## config.mk

```make
export PLATFORM = sky130hd
export DESIGN_NAME = pipe_hazard_unit_flat
export DESIGN_NICKNAME = d
export VERILOG_FILES = /design/src/rtl/cpu_pkg.sv /design/src/rtl/pipe_hazard_unit_if.sv /design/src/rtl/hazard_track_stage.sv /design/src/rtl/pipe_hazard_unit.sv /design/src/flat_wrapper.sv
export SDC_FILE = /design/constraint.sdc
export NUM_CORES = 1
export LEC_CHECK = 0
export ABC_AREA = 1
export BUFFER_PORTS_ARGS = -buffer_cell sky130_fd_sc_hd__buf_2
export CORE_MARGIN = 2
export CORE_UTILIZATION = 45
export CTS_BUF_LIST = sky130_fd_sc_hd__clkbuf_2
export CTS_CLUSTER_DIAMETER = 100
export DETAILED_ROUTE_END_ITERATION = 10
export GPL_TIMING_DRIVEN = 0
export PLACE_DENSITY = 0.68
export SYNTH_ARGS = -nofsm -noshare
export SYNTH_HDL_FRONTEND = slang
export SYNTH_SLANG_ARGS = --single-unit
```

## constraint.sdc

```tcl
create_clock -name CLK -period 2.77 [get_ports CLK]
set_input_delay 0.1385 -clock CLK [delete_from_list [all_inputs] [get_ports CLK]]
set_output_delay 0.1385 -clock CLK [all_outputs]
set_load 0.01 [all_outputs]
```

## src/rtl/cpu_pkg.sv

```systemverilog
// Shared pipeline definitions: forwarding select encodings, hazard tracking
// entry and the hazard controller's per-cycle decision.
package cpu_pkg;

  // Destination register width carried by a tracking entry.
  localparam int unsigned TRACK_RD_W = 5;

  // Operand select encodings driven on FWD_SEL (3 is never used).
  localparam logic [1:0] FWD_REG   = 2'd0;
  localparam logic [1:0] FWD_EXMEM = 2'd1;
  localparam logic [1:0] FWD_WB    = 2'd2;

  // Per-cycle pipeline decision, highest priority last.
  typedef enum logic [1:0] {
    RUN,
    LOAD_USE,
    FLUSH,
    FREEZE
  } hazard_state_t;

  // One in-flight instruction as seen by the hazard unit.
  typedef struct packed {
    logic                  valid;
    logic [TRACK_RD_W-1:0] rd;
    logic                  reg_write;
    logic                  is_load;
  } track_entry_t;

  // x0 writes are architecturally discarded, so they never produce anything.
  function automatic logic is_producer(input track_entry_t e);
    return e.valid && e.reg_write && (e.rd != '0);
  endfunction

endpackage

```

## src/rtl/pipe_hazard_unit_if.sv

```systemverilog
// Pipeline <-> hazard controller signal bundle.
interface pipe_hazard_unit_if #(
  parameter int unsigned NUM_SRC    = 2,
  parameter int unsigned REG_ADDR_W = 5,
  parameter int unsigned CNT_W      = 16
);
  logic                          ID_VALID;
  logic [NUM_SRC*REG_ADDR_W-1:0] ID_RS;
  logic [NUM_SRC-1:0]            ID_RS_USED;
  logic [REG_ADDR_W-1:0]         ID_RD;
  logic                          ID_REG_WRITE;
  logic                          ID_MEM_READ;
  logic                          BUSYWAIT;
  logic                          BRANCH_TAKEN;
  logic                          CNT_CLR;
  logic                          STALL;
  logic                          BUBBLE;
  logic                          FLUSH;
  logic [2*NUM_SRC-1:0]          FWD_SEL;
  logic [CNT_W-1:0]              STALL_CNT;
  logic [CNT_W-1:0]              FLUSH_CNT;

  // Pipeline side: describes the ID instruction, consumes the controls.
  modport master (
    output ID_VALID, ID_RS, ID_RS_USED, ID_RD, ID_REG_WRITE, ID_MEM_READ,
    output BUSYWAIT, BRANCH_TAKEN, CNT_CLR,
    input  STALL, BUBBLE, FLUSH, FWD_SEL, STALL_CNT, FLUSH_CNT
  );

  // Hazard controller side.
  modport slave (
    input  ID_VALID, ID_RS, ID_RS_USED, ID_RD, ID_REG_WRITE, ID_MEM_READ,
    input  BUSYWAIT, BRANCH_TAKEN, CNT_CLR,
    output STALL, BUBBLE, FLUSH, FWD_SEL, STALL_CNT, FLUSH_CNT
  );
endinterface

```

## src/rtl/hazard_track_stage.sv

```systemverilog
// One hazard tracking entry (EX, MEM or WB copy of an in-flight instruction).
module hazard_track_stage
  import cpu_pkg::*;
(
  input  logic         clk_i,
  input  logic         rst_i,
  input  logic         hold_i,
  input  logic         clear_i,
  input  track_entry_t d_i,
  output track_entry_t q_o
);

  track_entry_t entry_q;

  // Hold wins over clear; clear loads an empty (invalid) entry.
  always_ff @(posedge clk_i or posedge rst_i) begin
    if (rst_i) begin
      entry_q <= '0;
    end else if (!hold_i) begin
      entry_q <= clear_i ? '0 : d_i;
    end
  end

  assign q_o = entry_q;

endmodule

```

## src/rtl/pipe_hazard_unit.sv

```systemverilog
// Centralised hazard controller: load-use interlock, branch squash, memory
// freeze, decode-time forwarding selects and saturating perf counters.
module pipe_hazard_unit
  import cpu_pkg::*;
#(
  parameter int unsigned NUM_SRC    = 2,
  parameter int unsigned REG_ADDR_W = 5,
  parameter int unsigned CNT_W      = 16
) (
  input logic               CLK,
  input logic               RESET,
  pipe_hazard_unit_if.slave hz
);

  track_entry_t  ex_q, mem_q, wb_q;
  track_entry_t  id_entry, mem_d;
  hazard_state_t state;
  logic          st_freeze, st_flush, st_load_use, st_run;
  logic          load_use;

  logic [NUM_SRC-1:0]   match_ex, match_mem;
  logic [2*NUM_SRC-1:0] fwd_sel_d, fwd_sel_q;
  logic [CNT_W-1:0]     stall_cnt_q, flush_cnt_q;

  assign id_entry.valid     = hz.ID_VALID;
  assign id_entry.rd        = TRACK_RD_W'(hz.ID_RD);
  assign id_entry.reg_write = hz.ID_REG_WRITE;
  assign id_entry.is_load   = hz.ID_MEM_READ;

  // Per-port source compare against the EX and MEM producers.
  for (genvar i = 0; i < NUM_SRC; i++) begin : g_src
    logic [TRACK_RD_W-1:0] rs;
    assign rs = TRACK_RD_W'(hz.ID_RS[i*REG_ADDR_W +: REG_ADDR_W]);
    assign match_ex[i]  = hz.ID_RS_USED[i] && is_producer(ex_q) && (rs == ex_q.rd);
    assign match_mem[i] = hz.ID_RS_USED[i] && is_producer(mem_q) && (rs == mem_q.rd);
    // Youngest producer wins; a WB producer is covered by the write-first regfile.
    assign fwd_sel_d[2*i +: 2] = !st_run      ? FWD_REG   :
                                 match_ex[i]  ? FWD_EXMEM :
                                 match_mem[i] ? FWD_WB    : FWD_REG;
  end

  assign load_use = hz.ID_VALID && is_producer(ex_q) && ex_q.is_load && (|match_ex);

  // Priority decode: freeze over flush over load-use over run.
  always_comb begin
    state = RUN;
    if (hz.BUSYWAIT) begin
      state = FREEZE;
    end else if (hz.BRANCH_TAKEN) begin
      state = FLUSH;
    end else if (load_use) begin
      state = LOAD_USE;
    end
  end

  assign st_freeze   = (state == FREEZE);
  assign st_flush    = (state == FLUSH);
  assign st_load_use = (state == LOAD_USE);
  assign st_run      = (state == RUN);

  assign hz.STALL  = st_freeze || st_load_use;
  assign hz.BUBBLE = st_load_use;
  assign hz.FLUSH  = st_flush;

  // On a flush the instruction leaving EX was fetched past the branch: squash it.
  always_comb begin
    mem_d = ex_q;
    if (st_flush) begin
      mem_d.valid = 1'b0;
    end
  end

  hazard_track_stage u_ex (
    .clk_i   (CLK),
    .rst_i   (RESET),
    .hold_i  (st_freeze),
    .clear_i (st_flush || st_load_use),
    .d_i     (id_entry),
    .q_o     (ex_q)
  );

  hazard_track_stage u_mem (
    .clk_i   (CLK),
    .rst_i   (RESET),
    .hold_i  (st_freeze),
    .clear_i (1'b0),
    .d_i     (mem_d),
    .q_o     (mem_q)
  );

  hazard_track_stage u_wb (
    .clk_i   (CLK),
    .rst_i   (RESET),
    .hold_i  (st_freeze),
    .clear_i (1'b0),
    .d_i     (mem_q),
    .q_o     (wb_q)
  );

  // Forwarding selects travel with the ID/EX register.
  always_ff @(posedge CLK or posedge RESET) begin
    if (RESET) begin
      fwd_sel_q <= '0;
    end else if (!st_freeze) begin
      fwd_sel_q <= fwd_sel_d;
    end
  end

  assign hz.FWD_SEL = fwd_sel_q;

  // Saturating counters; a clear beats a same-cycle increment.
  always_ff @(posedge CLK or posedge RESET) begin
    if (RESET) begin
      stall_cnt_q <= '0;
      flush_cnt_q <= '0;
    end else if (hz.CNT_CLR) begin
      stall_cnt_q <= '0;
      flush_cnt_q <= '0;
    end else begin
      if (st_load_use && (stall_cnt_q != '1)) begin
        stall_cnt_q <= stall_cnt_q + 1'b1;
      end
      if (st_flush && (flush_cnt_q != '1)) begin
        flush_cnt_q <= flush_cnt_q + 1'b1;
      end
    end
  end

  assign hz.STALL_CNT = stall_cnt_q;
  assign hz.FLUSH_CNT = flush_cnt_q;

  // The WB entry only exists to keep the shift chain complete.
  logic unused_wb;
  assign unused_wb = ^wb_q;

endmodule

```

## src/flat_wrapper.sv

```systemverilog
// flat-port wrapper written by rule: the top's interface ports become plain ports
module pipe_hazard_unit_flat import cpu_pkg::*;
#(
  parameter int unsigned NUM_SRC    = 2,
  parameter int unsigned REG_ADDR_W = 5,
  parameter int unsigned CNT_W      = 16
)
  (CLK, RESET, hz_ID_VALID, hz_ID_RS, hz_ID_RS_USED, hz_ID_RD, hz_ID_REG_WRITE, hz_ID_MEM_READ, hz_BUSYWAIT, hz_BRANCH_TAKEN, hz_CNT_CLR, hz_STALL, hz_BUBBLE, hz_FLUSH, hz_FWD_SEL, hz_STALL_CNT, hz_FLUSH_CNT);
  pipe_hazard_unit_if #(.NUM_SRC(NUM_SRC), .REG_ADDR_W(REG_ADDR_W), .CNT_W(CNT_W)) hz_i ();
  input logic CLK;
  input logic RESET;
  input wire logic [$bits(hz_i.ID_VALID)-1:0] hz_ID_VALID;
  input wire logic [$bits(hz_i.ID_RS)-1:0] hz_ID_RS;
  input wire logic [$bits(hz_i.ID_RS_USED)-1:0] hz_ID_RS_USED;
  input wire logic [$bits(hz_i.ID_RD)-1:0] hz_ID_RD;
  input wire logic [$bits(hz_i.ID_REG_WRITE)-1:0] hz_ID_REG_WRITE;
  input wire logic [$bits(hz_i.ID_MEM_READ)-1:0] hz_ID_MEM_READ;
  input wire logic [$bits(hz_i.BUSYWAIT)-1:0] hz_BUSYWAIT;
  input wire logic [$bits(hz_i.BRANCH_TAKEN)-1:0] hz_BRANCH_TAKEN;
  input wire logic [$bits(hz_i.CNT_CLR)-1:0] hz_CNT_CLR;
  output wire logic [$bits(hz_i.STALL)-1:0] hz_STALL;
  output wire logic [$bits(hz_i.BUBBLE)-1:0] hz_BUBBLE;
  output wire logic [$bits(hz_i.FLUSH)-1:0] hz_FLUSH;
  output wire logic [$bits(hz_i.FWD_SEL)-1:0] hz_FWD_SEL;
  output wire logic [$bits(hz_i.STALL_CNT)-1:0] hz_STALL_CNT;
  output wire logic [$bits(hz_i.FLUSH_CNT)-1:0] hz_FLUSH_CNT;
  assign hz_i.ID_VALID = hz_ID_VALID;
  assign hz_i.ID_RS = hz_ID_RS;
  assign hz_i.ID_RS_USED = hz_ID_RS_USED;
  assign hz_i.ID_RD = hz_ID_RD;
  assign hz_i.ID_REG_WRITE = hz_ID_REG_WRITE;
  assign hz_i.ID_MEM_READ = hz_ID_MEM_READ;
  assign hz_i.BUSYWAIT = hz_BUSYWAIT;
  assign hz_i.BRANCH_TAKEN = hz_BRANCH_TAKEN;
  assign hz_i.CNT_CLR = hz_CNT_CLR;
  assign hz_STALL = hz_i.STALL;
  assign hz_BUBBLE = hz_i.BUBBLE;
  assign hz_FLUSH = hz_i.FLUSH;
  assign hz_FWD_SEL = hz_i.FWD_SEL;
  assign hz_STALL_CNT = hz_i.STALL_CNT;
  assign hz_FLUSH_CNT = hz_i.FLUSH_CNT;
  pipe_hazard_unit #(.NUM_SRC(NUM_SRC), .REG_ADDR_W(REG_ADDR_W), .CNT_W(CNT_W)) u_core (.CLK(CLK), .RESET(RESET), .hz(hz_i));
endmodule
```

==> results.txt, run 1 <==
Critical Path AT -> 1.79 ns
P&R area growth vs syn -> 19.3%
EDFF count, synth -> 0
Final Hold Fails -> 0
DRC -> 0
Slowest stage delay, CP -> 0.48 ns
Placed Cells -> 559
P_int -> 897 uW
Clock Sinks -> 51
Count leader, synth -> nand2_1
Share of the yosys chip area belonging to registers -> 41.2%
Outcome -> completed
Post-synth top area share -> 41.2%
Pwr Density -> 340 nW/um^2
Lkg Pwr -> 1.94 nW
Clk_lat worst skew -> 0.43 ns
Top FF cell, synth -> dfrtp_1
Core Region -> 6720 sq um
GR Util met3 -> 3.98%
CTS Root Buffer Type -> clkbuf_2
GRT Max-Usage Layer -> met2
Met2 global-route usage -> 34.4%
Worst reg2reg endpoint -> u_core.hz.FLUSH_CNT[6]
Synthesized area per cell -> 7.46 sq um
Final HPWL DP -> 5830 um
Die Area -> 7560 sq um
Initial Utilization -> 46.1%
Hold WS -> 0.0654 ns
CP Max Fanout -> 4
Drt first pass iters -> 4
Initial antenna violation count -> 0
Clk_skew -> 0.0210 ns
Reg power frac -> 62.8%
Setup TNS -> 0 ns
CP dominant cell by count -> nand2_1
Fmax -> 519 MHz
Synth top area cells -> dfrtp_1 (41%), nand2_1 (12%), nand3_1 (7.9%)
Max-cap violations -> 0
Final Max Tran Viols -> 0
Cell taking the most area after synthesis -> dfrtp_1
Path category of the worst min-delay check -> input port to flip-flop
Mapped Cells -> 415
Synth Warn # -> 0
Number of distinct library cells after synthesis -> 31
Final Non-Filler Cells -> 579
Die Y -> 86.9 um
Reg2Reg Setup Slack -> 0.90 ns
Routed Antenna Nets -> 0
Place WS -> 0.949 ns
H-tree depth -> 2
DRT Wirelength -> 7570 um
Element type at the critical path end -> output port
Clock buffer depth -> 2
First-pass GRT wire length -> 12,600 um
Post-synth design cell area -> 3090 sq um
N_diodes -> 0
Minimum clock period -> 1.93 ns
Final Cycle Share -> 69.6%
Largest net degree at the start of global routing -> 39
Cell Chain, Critical Path -> nor2_1 -> nand3_1 -> nand2_1 -> inv_2 -> nand3_1 -> nand2_2 -> nand2_1 -> nand2_1 -> buf_2
Clk network pwr share -> 23.7%
Via density -> 5.20
Worst hold start -> hz_ID_RS_USED[1]
Normalized max-slew margin -> 52.1%
Layout cells sized above 1 -> 20.2%
# setup viols final -> 0
Cts bufs inserted -> 5
Postcts setup bufs -> 0
Peak VDD IR -> 0.000148 V
Global placement routability congestion -> 0.955
GRT Overall Usage -> 20.8%
Synth async-reset ratio -> 100%
Reg2reg path depth -> 11
Synth top cells by count -> nand2_1 (102), dfrtp_1 (51), inv_1 (50)
DRT iter0 DRCs -> 130
CTS tree -> yes
Layout net count -> 525
Vias -> 3,013
Reg2reg start -> u_core.hz.FLUSH_CNT[0]
Logic pwr share -> 13.5%
Worst hold path depth -> 5
Vias in the first global route -> 2,770
WP data required -> 2.63 ns
Unrepaired setup endpoints after global routing -> no
Hold buffer count at cts -> 12
#FFs+latches synth -> 51
IO Port Bufs -> 63
Clock slew seen by the registers of the worst setup and hold paths -> 0.26 ns
Die X -> 86.9 um
IO Pins -> 64
Grt ovf -> 0
Sw Share -> 28.7%
Crit path kind -> flip-flop to output port
Syn_nets -> 442
Met1 Use GR -> 28.4%
# rows -> 30
Worst Max-Slew Pin Slew -> 0.717 ns
DR WL/cell -> 13.1 um
Post-cts resize count -> 0
CP startpoint kind -> flip-flop
Final setup margin -> 0.843 ns
Slowest-stage cell, CP -> dfrtp_1
Net Switching -> 360 uW
WHS Endpoint -> u_core.hz.FWD_SEL[3]
[cell type report]
cell class | instances | area (sq um)
Buffer | 9 | 58.8
Clock buffer | 6 | 30.0
Clock inverter | 2 | 12.5
Fill cell | 673 | 3030
Inverter | 57 | 214
Multi-Input combinational cell | 298 | 1550
Sequential cell | 51 | 1280
Tap cell | 80 | 100
Timing Repair Buffer | 76 | 455
[stage by stage]
step                      total power [mW]  area (sq um)  utilization (%)
after floorplan                      0.895          3090                -
after global placement               0.953          3510             52.2
after detailed placement             0.959          3530             52.5
after CTS                             1.27          3690             55.0
after global routing                  1.33          3690             55.0
final                                 1.26          3690             55.0
[worst max-delay path: cells and delay by family, from the launching register on]
| kind | cells | cell delay (ns) |
|---|---|---|
| DFF | 1 | 0.48 |
| and+or+nand+nor | 7 | 0.68 |
| buffers and inverters | 2 | 0.19 |
[layer usage]
layer  wire [um]  share of wire [%]
met5           0                  0
met4          61               0.81
met3         355                4.7
met2        3600                 48
met1        3550                 47
[worst max-delay path by stage]
stage	start	end	cells past startpoint
floorplan	u_core.hz.FLUSH_CNT[0]	u_core.hz.FLUSH_CNT[6]	10
global route	u_core.u_ex.q_o[6]	hz_BUBBLE	10
CTS	u_core.u_ex.q_o[6]	hz_BUBBLE	10
global placement	RESET	u_core.hz.STALL_CNT[9]	2
finish	u_core.u_ex.q_o[2]	hz_STALL	9
detailed placement	u_core.hz.FLUSH_CNT[0]	u_core.hz.FLUSH_CNT[6]	10
[cells by family after synthesis]
family / count (synthesis) / share of synthesized area (%)
AO/OA/AOI/OAI: 44 / 7.48
AND/OR/NAND/NOR: 227 / 34.6
adder cells (fa/ha/maj): 2 / 0.809
flip-flops: 51 / 41.2
XOR/XNOR: 25 / 7.08
buffers and inverters: 66 / 8.81
[power by group through the flow]
stage / logic, mW / registers [mW] / clock network [mW]
6_report: 0.170 / 0.789 / 0.298
5_1_grt: 0.193 / 0.793 / 0.346
4_1_cts: 0.172 / 0.789 / 0.314
3_5_place_dp: 0.158 / 0.801 / 0
3_3_place_gp: 0.152 / 0.800 / 0
2_1_floorplan: 0.0978 / 0.797 / 0
[layout by cell type, fill, tap and decap left out, drive strengths merged, types with 3 or more instances in the layout]
cell type    synthesis  layout
clkbuf               4      10
inv                 56      56
a21oi                9       9
nor3                11      11
nor4                 4       4
buf                  5      69
nand3               61      61
o31ai                3       3
dfrtp               51      51
nand2              103     103
nor2                33      33
dlygate4sd3          0      12
o21ai               30      30
xnor2                3       3
nand4               13      13
xor2                22      22
[sequential cells by signal, indices dropped and copies added (netlist names)]
signal               count
u_core.hz.FLUSH_CNT     16
u_core.u_mem.q_o         7
u_core.u_ex.q_o          8
u_core.hz.FWD_SEL        4
u_core.hz.STALL_CNT     16
Note: power is estimated with default switching activity, not from simulation.
==> run 2: changes to the inputs <==
- PLACE_DENSITY: 0.68 -> 0.7
- clock period: 2.77 -> 1.6 ns (I/O delays scaled with it)
==> results.txt, run 2 (same netlist as run 1, synthesis figures left out) <==
Worst reg2reg endpoint -> u_core.hz.STALL_CNT[7]
DRT iter0 DRCs -> 137 (+5.4%)
# rows -> 30 (unchanged)
Cts bufs inserted -> 5 (unchanged)
CP startpoint kind -> flip-flop
Clock slew seen by the registers of the worst setup and hold paths -> 0.24 ns (-0.02 ns)
Routed Antenna Nets -> 0 (unchanged)
Path category of the worst min-delay check -> input port to flip-flop
Clock buffer depth -> 2 (unchanged)
Final HPWL DP -> 5730 um (-1.7%)
Final setup margin -> -0.228 ns (-1.07 ns)
Crit path launch -> u_core.u_ex.q_o[6]
CTS Root Buffer Type -> clkbuf_2
Vias -> 3,205 (+6.4%)
IO Port Bufs -> 63 (unchanged)
Reg2reg path depth -> 13 (+2)
Layout cells sized above 1 -> 33.3% (+13 points)
Element type at the critical path end -> output port
Sw Share -> 29.0% (+0.36 points)
Vias in the first global route -> 2,870 (+3.6%)
P&R area growth vs syn -> 37.1%
DRC -> 0 (unchanged)
Clk network pwr share -> 22.3% (-1.4 points)
Met1 Routed Length -> 3720 um (+4.7%)
Grt ovf -> 0 (unchanged)
Placed Cells -> 559 (unchanged)
Die Area -> 7560 sq um (unchanged)
Critical Path AT -> 1.75 ns (-0.04 ns)
Normalized max-slew margin -> 63.9% (+12 points)
N_diodes -> 0 (unchanged)
Max-cap violations -> 0 (unchanged)
Drt first pass iters -> 4 (unchanged)
GRT Overall Usage -> 21.9% (+1.2 points)
Top sig layer -> met4
Final Non-Filler Cells -> 608 (+5.0%)
Die Y -> 86.9 um (unchanged)
Worst Max-Slew Pin Slew -> 0.541 ns (-0.176 ns)
Crit path to -> hz_BUBBLE
Met2 wire len -> 4320 um (+20%)
Core Region -> 6720 sq um (unchanged)
DRT Wirelength -> 8490 um (+12%)
Commonest non-fill, non-tap cell in the layout -> nand2_1
Via density -> 5.27 (+1.3%)
Clock Sinks -> 51 (unchanged)
Reg power frac -> 61.5% (-1.3 points)
Lkg Pwr -> 2.16 nW (+11%)
Crit path kind -> flip-flop to output port
CP Max Fanout -> 4 (unchanged)
DR WL/cell -> 14.0 um (+6.8%)
Clk_lat worst skew -> 0.43 ns (about the same)
WP data required -> 1.52 ns (-1.11 ns)
Initial Utilization -> 46.1% (unchanged)
CTS tree -> yes
IO Pins -> 64 (unchanged)
Initial antenna violation count -> 0 (unchanged)
Commonest cells after routing, fill and taps aside -> nand2_1 (95), buf_2 (63), dfrtp_1 (44), inv_1 (43), nand3_1 (37)
Final Hold Fails -> 0 (unchanged)
P_int -> 1.58 mW (+76%)
Outcome -> finished with violations
Largest net degree at the start of global routing -> 29 (-26%)
Fmax -> 547 MHz
Violated checks -> negative setup slack
Final Max Tran Viols -> 0 (unchanged)
First-pass GRT wire length -> 13,300 um (+5.3%)
Die X -> 86.9 um (unchanged)
Final Cycle Share -> 114%
Setup TNS -> -4.03 ns (-4.03 ns)
Met3 wire length -> 383 um (+7.9%)
Reg2reg start -> u_core.u_ex.q_o[6]
Logic pwr share -> 16.2% (+2.7 points)
Reg2Reg Setup Slack -> -0.19 ns (-1.09 ns)
Global placement routability congestion -> 0.922 (-3.5%)
Clk_skew -> 0.0286 ns (+0.00762 ns)
Net Switching -> 644 uW (+79%)
Minimum clock period -> 1.83 ns
Pwr Density -> 523 nW/um^2 (+54%)
Peak VDD IR -> 0.000336 V (+130%)
H-tree depth -> 2 (unchanged)
Unrepaired setup endpoints after global routing -> yes
Layout net count -> 556 (+5.9%)
# setup viols final -> 34 (+34)
==> run 2: changes by cell type in the layout (fill, tap and decap cells not counted), moves of 4 or more <==
cell | before | now
buf_4 | 1 | 21
nand3_1 | 49 | 37
nand3_2 | 12 | 22
o21ai_0 | 28 | 19
o21ai_1 | 2 | 11
buf_6 | 1 | 9
dfrtp_1 | 51 | 44
dfrtp_2 | 0 | 7
nand2_1 | 102 | 95
inv_1 | 49 | 43
inv_2 | 7 | 12
nor2_1 | 31 | 26
nand2_4 | 0 | 4
==> run 2: final cells by class <==
type | count | area, sq um
inverter | 57 | 216
sequential | 51 | 1280
buffer | 9 | 65.1
multi-input combinational | 298 | 1780
clock buffer | 6 | 30.0
tap | 80 | 100
timing repair buffer | 107 | 767
fill | 560 | 2480
==> run 2: worst min path at each step <==
stage	startpoint	endpoint	slack [ns]	depth (start not counted)
6_report	hz_ID_RS[9]	u_core.hz.FWD_SEL[3]	0.07	5
5_1_grt	hz_ID_RS[9]	u_core.hz.FWD_SEL[3]	0.06	5
4_1_cts	hz_ID_RS_USED[0]	u_core.hz.FWD_SEL[1]	0.009	5
3_5_place_dp	RESET	u_core.hz.FLUSH_CNT[7]	0.16	2
3_3_place_gp	hz_ID_MEM_READ	u_core.u_ex.q_o[0]	0.28	3
2_1_floorplan	hz_CNT_CLR	u_core.hz.FLUSH_CNT[11]	0.18	1
==> run 2: worst max-delay path: stages, from the launching register on <==
cell and delay (ns):
dfrtp_1 0.47, inv_2 0.10, nand2_1 0.05, nand2_1 0.06, nand2_1 0.06, nor2_2 0.12, nand3_2 0.11, nand2_4 0.10
nand3_4 0.09, inv_2 0.08, buf_6 0.09
==> run 2: layer usage <==
| metal | GRT usage (%) | vias to the layer above |
|---|---|---|
| met4 | 4.55 | 0 |
| met3 | 3.41 | 8 |
| met5 | 0 | - |
| met2 | 36.7 | 90 |
| li1 | - | 1589 |
| met1 | 30.1 | 1518 |
==> run 2: power by group through the flow <==
stage | clock, mW | combinational [mW] | sequential (mW)
CTS | 0.511 | 0.318 | 1.36
global placement | 0 | 0.263 | 1.38
finish | 0.495 | 0.359 | 1.37
detailed placement | 0 | 0.275 | 1.39
floorplan | 0 | 0.171 | 1.38
global route | 0.557 | 0.400 | 1.37
==> run 2: per-stage QoR <==
| stage | utilization (%) | power (mW) | setup slack, ns | hold slack [ns] | instance area (sq um) |
|---|---|---|---|---|---|
| floorplan | - | 1.55 | 0.00219 | 0.176 | 3110 |
| CTS | 58.8 | 2.19 | -0.279 | 0.00883 | 3950 |
| detailed placement | 52.8 | 1.66 | -0.244 | 0.161 | 3550 |
| global placement | 52.5 | 1.65 | -0.446 | 0.277 | 3530 |
| finish | 63.1 | 2.22 | -0.228 | 0.0719 | 4240 |
| global route | 63.1 | 2.33 | -0.371 | 0.0650 | 4240 |
==> run 2: repair_timing <==
| action | 4_1_cts | 5_1_grt |
|---|---|---|
| resized for setup | 31 | 46 |
| endpoints found under the setup margin | 41 | 46 |
| pin swaps | 11 | 20 |
| hold buffers | 13 | 1 |
| buffers inserted | 14 | 14 |
| hold endpoints to repair | 38 | 1 |
| gates cloned | 2 | 0 |
==> run 3: changes to the inputs <==
- ABC_AREA: 1 -> 0
- PLACE_DENSITY: 0.7 -> 0.71
==> results.txt, run 3 <==
FF/Latch Area -> 1290 sq um (about the same)
IO Pins -> 64 (unchanged)
Fmax -> 462 MHz (-16%)
Commonest cells after routing, fill and taps aside -> buf_2 (62), dfrtp_1 (43), xor2_1 (32), buf_4 (29), nor2_1 (25)
P&R area growth vs syn -> 42.2%
Clock Sinks -> 51 (unchanged)
Grt ovf -> 0 (unchanged)
Commonest non-fill, non-tap cell in the layout -> buf_2
Fillers -> 485 (-13%)
Largest net degree at the start of global routing -> 42 (+45%)
Setup TNS -> -11.92 ns (-7.88 ns)
Lkg Pwr -> 1.83 nW (-15%)
Vias -> 2,506 (-22%)
Synth top cells by count -> dfrtp_1 (51), xor2_1 (32), nor2_1 (26)
Finished layout cell area -> 3850 sq um (-9.2%)
Violated checks -> negative setup slack
Final HPWL DP -> 4470 um (-22%)
#FFs+latches synth -> 51 (unchanged)
Unrepaired setup endpoints after global routing -> yes
WP buf/inv -> 2 (-1)
Overall power -> 2.28 mW (+2.7%)
Synth async-reset ratio -> 100% (unchanged)
Worst Max-Slew Pin Slew -> 0.535 ns (-0.00586 ns)
Placed Area -> 3210 sq um (-9.5%)
Post-synth design cell area -> 2710 sq um (-12%)
First-pass GRT wire length -> 11,500 um (-14%)
Count leader, synth -> dfrtp_1
Slowest stage delay, CP -> 0.49 ns (+0.02 ns)
Global placement routability congestion -> 0.853 (-7.5%)
Final core occ -> 65.5% (+2.3 points)
Via density -> 5.38 (+2.0%)
Slowest-stage cell, CP -> dfrtp_2
Path category of the worst min-delay check -> input port to asynchronous set/reset pin
Clock buffer depth -> 2 (unchanged)
Cts bufs inserted -> 5 (unchanged)
WP data required -> 1.98 ns (+0.46 ns)
Minimum clock period -> 2.17 ns (+0.337 ns)
Max-cap violations -> 0 (unchanged)
Drt first pass iters -> 4 (unchanged)
DRC -> 0 (unchanged)
Core Region -> 5890 sq um (-12%)
Pwr Density -> 592 nW/um^2 (+13%)
Final Cycle Share -> 135% (+21 points)
Initial Utilization -> 46.0% (about the same)
Cell taking the most area after synthesis -> dfrtp_1
Number of distinct library cells after synthesis -> 40 (+29%)
DR WL/cell -> 14.8 um (+6.1%)
Normalized max-slew margin -> 64.3% (+0.39 points)
Share of the yosys chip area belonging to registers -> 47.1% (+5.8 points)
Critical Path AT -> 2.54 ns (+0.79 ns)
DRT Wirelength -> 6910 um (-19%)
Routed Antenna Nets -> 0 (unchanged)
Outcome -> finished with violations
Synth top area cells -> dfrtp_1 (47%), xor2_1 (10%), nor2_1 (3.6%)
Synth Warn # -> 0 (unchanged)
Layout net count -> 417 (-25%)
Die X -> 81.6 um (-6.1%)
Multi-input logic area -> 1590 sq um (-11%)
CTS tree -> yes
Clock slew seen by the registers of the worst setup and hold paths -> 0.28 ns (+0.04 ns)
Clk_lat worst skew -> 0.45 ns (+0.02 ns)
Final Max Tran Viols -> 0 (unchanged)
Layout cells sized above 1 -> 40.7% (+7.3 points)
Top FF cell, synth -> dfrtp_1
Cell Chain, Critical Path -> xor2_1 -> nor4_1 -> and3_1 -> buf_6 -> o21ai_4 -> buf_6 -> or4_1 -> a21oi_1
Final setup margin -> -0.565 ns (-0.337 ns)
Die Area -> 6660 sq um (-12%)
Element type at the critical path end -> flip-flop
H-tree depth -> 2 (unchanged)
Synthesized area per cell -> 10.0 sq um (+34%)
Initial antenna violation count -> 0 (unchanged)
# setup viols final -> 45 (+32%)
DRT iter0 DRCs -> 81 (-41%)
Mapped Cells -> 271 (-35%)
GRT Overall Usage -> 21.9% (+0.025 points)
Syn_nets -> 298 (-33%)
CP dominant cell by count -> buf_6
# rows -> 28 (-6.7%)
Post-synth top area share -> 47.1% (+5.8 points)
Crit path max-delay family -> simple AND/OR/NAND/NOR gates
Clk_skew -> 0.0306 ns (+0.00202 ns)
Vias in the first global route -> 2,468 (-14%)
Crit path kind -> flip-flop to flip-flop
Die Y -> 81.6 um (-6.1%)
IO Port Bufs -> 61 (-3.2%)
CP startpoint kind -> flip-flop
N_diodes -> 0 (unchanged)
CTS Root Buffer Type -> clkbuf_2
Final Hold Fails -> 0 (unchanged)
CP Max Fanout -> 5 (+1)
Peak VDD IR -> 0.000427 V (+27%)
EDFF count, synth -> 0 (unchanged)
[run 3: cell count changes in the layout (fill, tap and decap cells not counted), moves of 5 or more]
cell | before | now
nand2_1 | 95 | 14
inv_1 | 43 | 3
nand3_1 | 37 | 12
nand3_2 | 22 | 2
o21ai_0 | 19 | 3
inv_2 | 12 | 1
xor2_1 | 22 | 32
and3_1 | 0 | 8
buf_4 | 21 | 29
a22o_1 | 0 | 7
nor3_1 | 9 | 2
mux2_2 | 0 | 6
o21ai_1 | 11 | 5
or3_1 | 0 | 5
[run 3: stage by stage]
stage	hold slack, ns	setup WS (ns)	instances
2_1_floorplan	0.209	-0.316	271
3_3_place_gp	0.292	-0.574	407
3_5_place_dp	0.0353	-0.566	408
4_1_cts	0.0357	-0.579	459
5_1_grt	0.0472	-0.720	466
6_report	0.0552	-0.565	466
[run 3: timing repair]
| action | 4_1_cts | 5_1_grt |
|---|---|---|
| pin swaps | 23 | 18 |
| gates cloned | 2 | 0 |
| setup buffers | 28 | 8 |
| endpoints found under the setup margin | 44 | 44 |
| gates resized for setup | 34 | 16 |
| hold buffers | 14 | 0 |
| endpoints found under the hold margin | 62 | 0 |
[run 3: per-layer routing]
layer | vias to the layer above | track usage (%) | part of all wire [%]
li1 | 1216 | - | -
met1 | 1219 | 28.9 | 44
met2 | 60 | 37.1 | 51
met3 | 11 | 4.29 | 3.9
met4 | 0 | 5.83 | 1.4
met5 | - | 0 | 0
[run 3: area by class of cell]
type / count / share of cell area, %
multi-input cells: 205 / 41.1
flip-flops and latches: 51 / 33.4
repair buffers: 112 / 19.7
well taps: 75 / 2.44
plain buffers: 11 / 1.75
clock buffers: 6 / 0.779
clock inverters: 2 / 0.422
inverters: 4 / 0.390
[run 3: logic make-up after synthesis]
| logic type | share of synthesized area, % |
|---|---|
| compound gates | 10.9 |
| xor+xnor | 12.6 |
| fa+ha+maj | 0.923 |
| buf+inv | 2.86 |
| flops | 47.1 |
| mux | 4.06 |
| simple gates | 21.5 |
[run 3: worst min-delay path: stages]
cell	delay, ns
dlygate4sd3_1	0.53
buf_2	0.12
inv_2	0.22
[run 3: worst paths after layout]
| check | startpoint | endpoint | slack [ns] | cells after the start |
|---|---|---|---|---|
| max | u_core.u_ex.q_o[3] | u_core.hz.STALL_CNT[10] | -0.57 | 8 |
| min | RESET | u_core.hz.FLUSH_CNT[7] | 0.06 | 3 |
| max reg2reg | u_core.u_ex.q_o[3] | u_core.hz.STALL_CNT[10] | -0.57 | 8 |
| min reg2reg | u_core.hz.FWD_SEL[3] | u_core.hz.FWD_SEL[3] | 0.53 | 2 |
| max in group asynchronous | RESET | u_core.hz.STALL_CNT[6] | 1.01 | 4 |
| min in group CLK | hz_BUSYWAIT | u_core.u_mem.q_o[3] | 0.06 | 2 |
[run 3: power by group]
part	internal (mW)	switching (mW)
clock network	0.120	0.439
registers	1.33	0.0408
logic	0.176	0.175
total	1.63	0.654
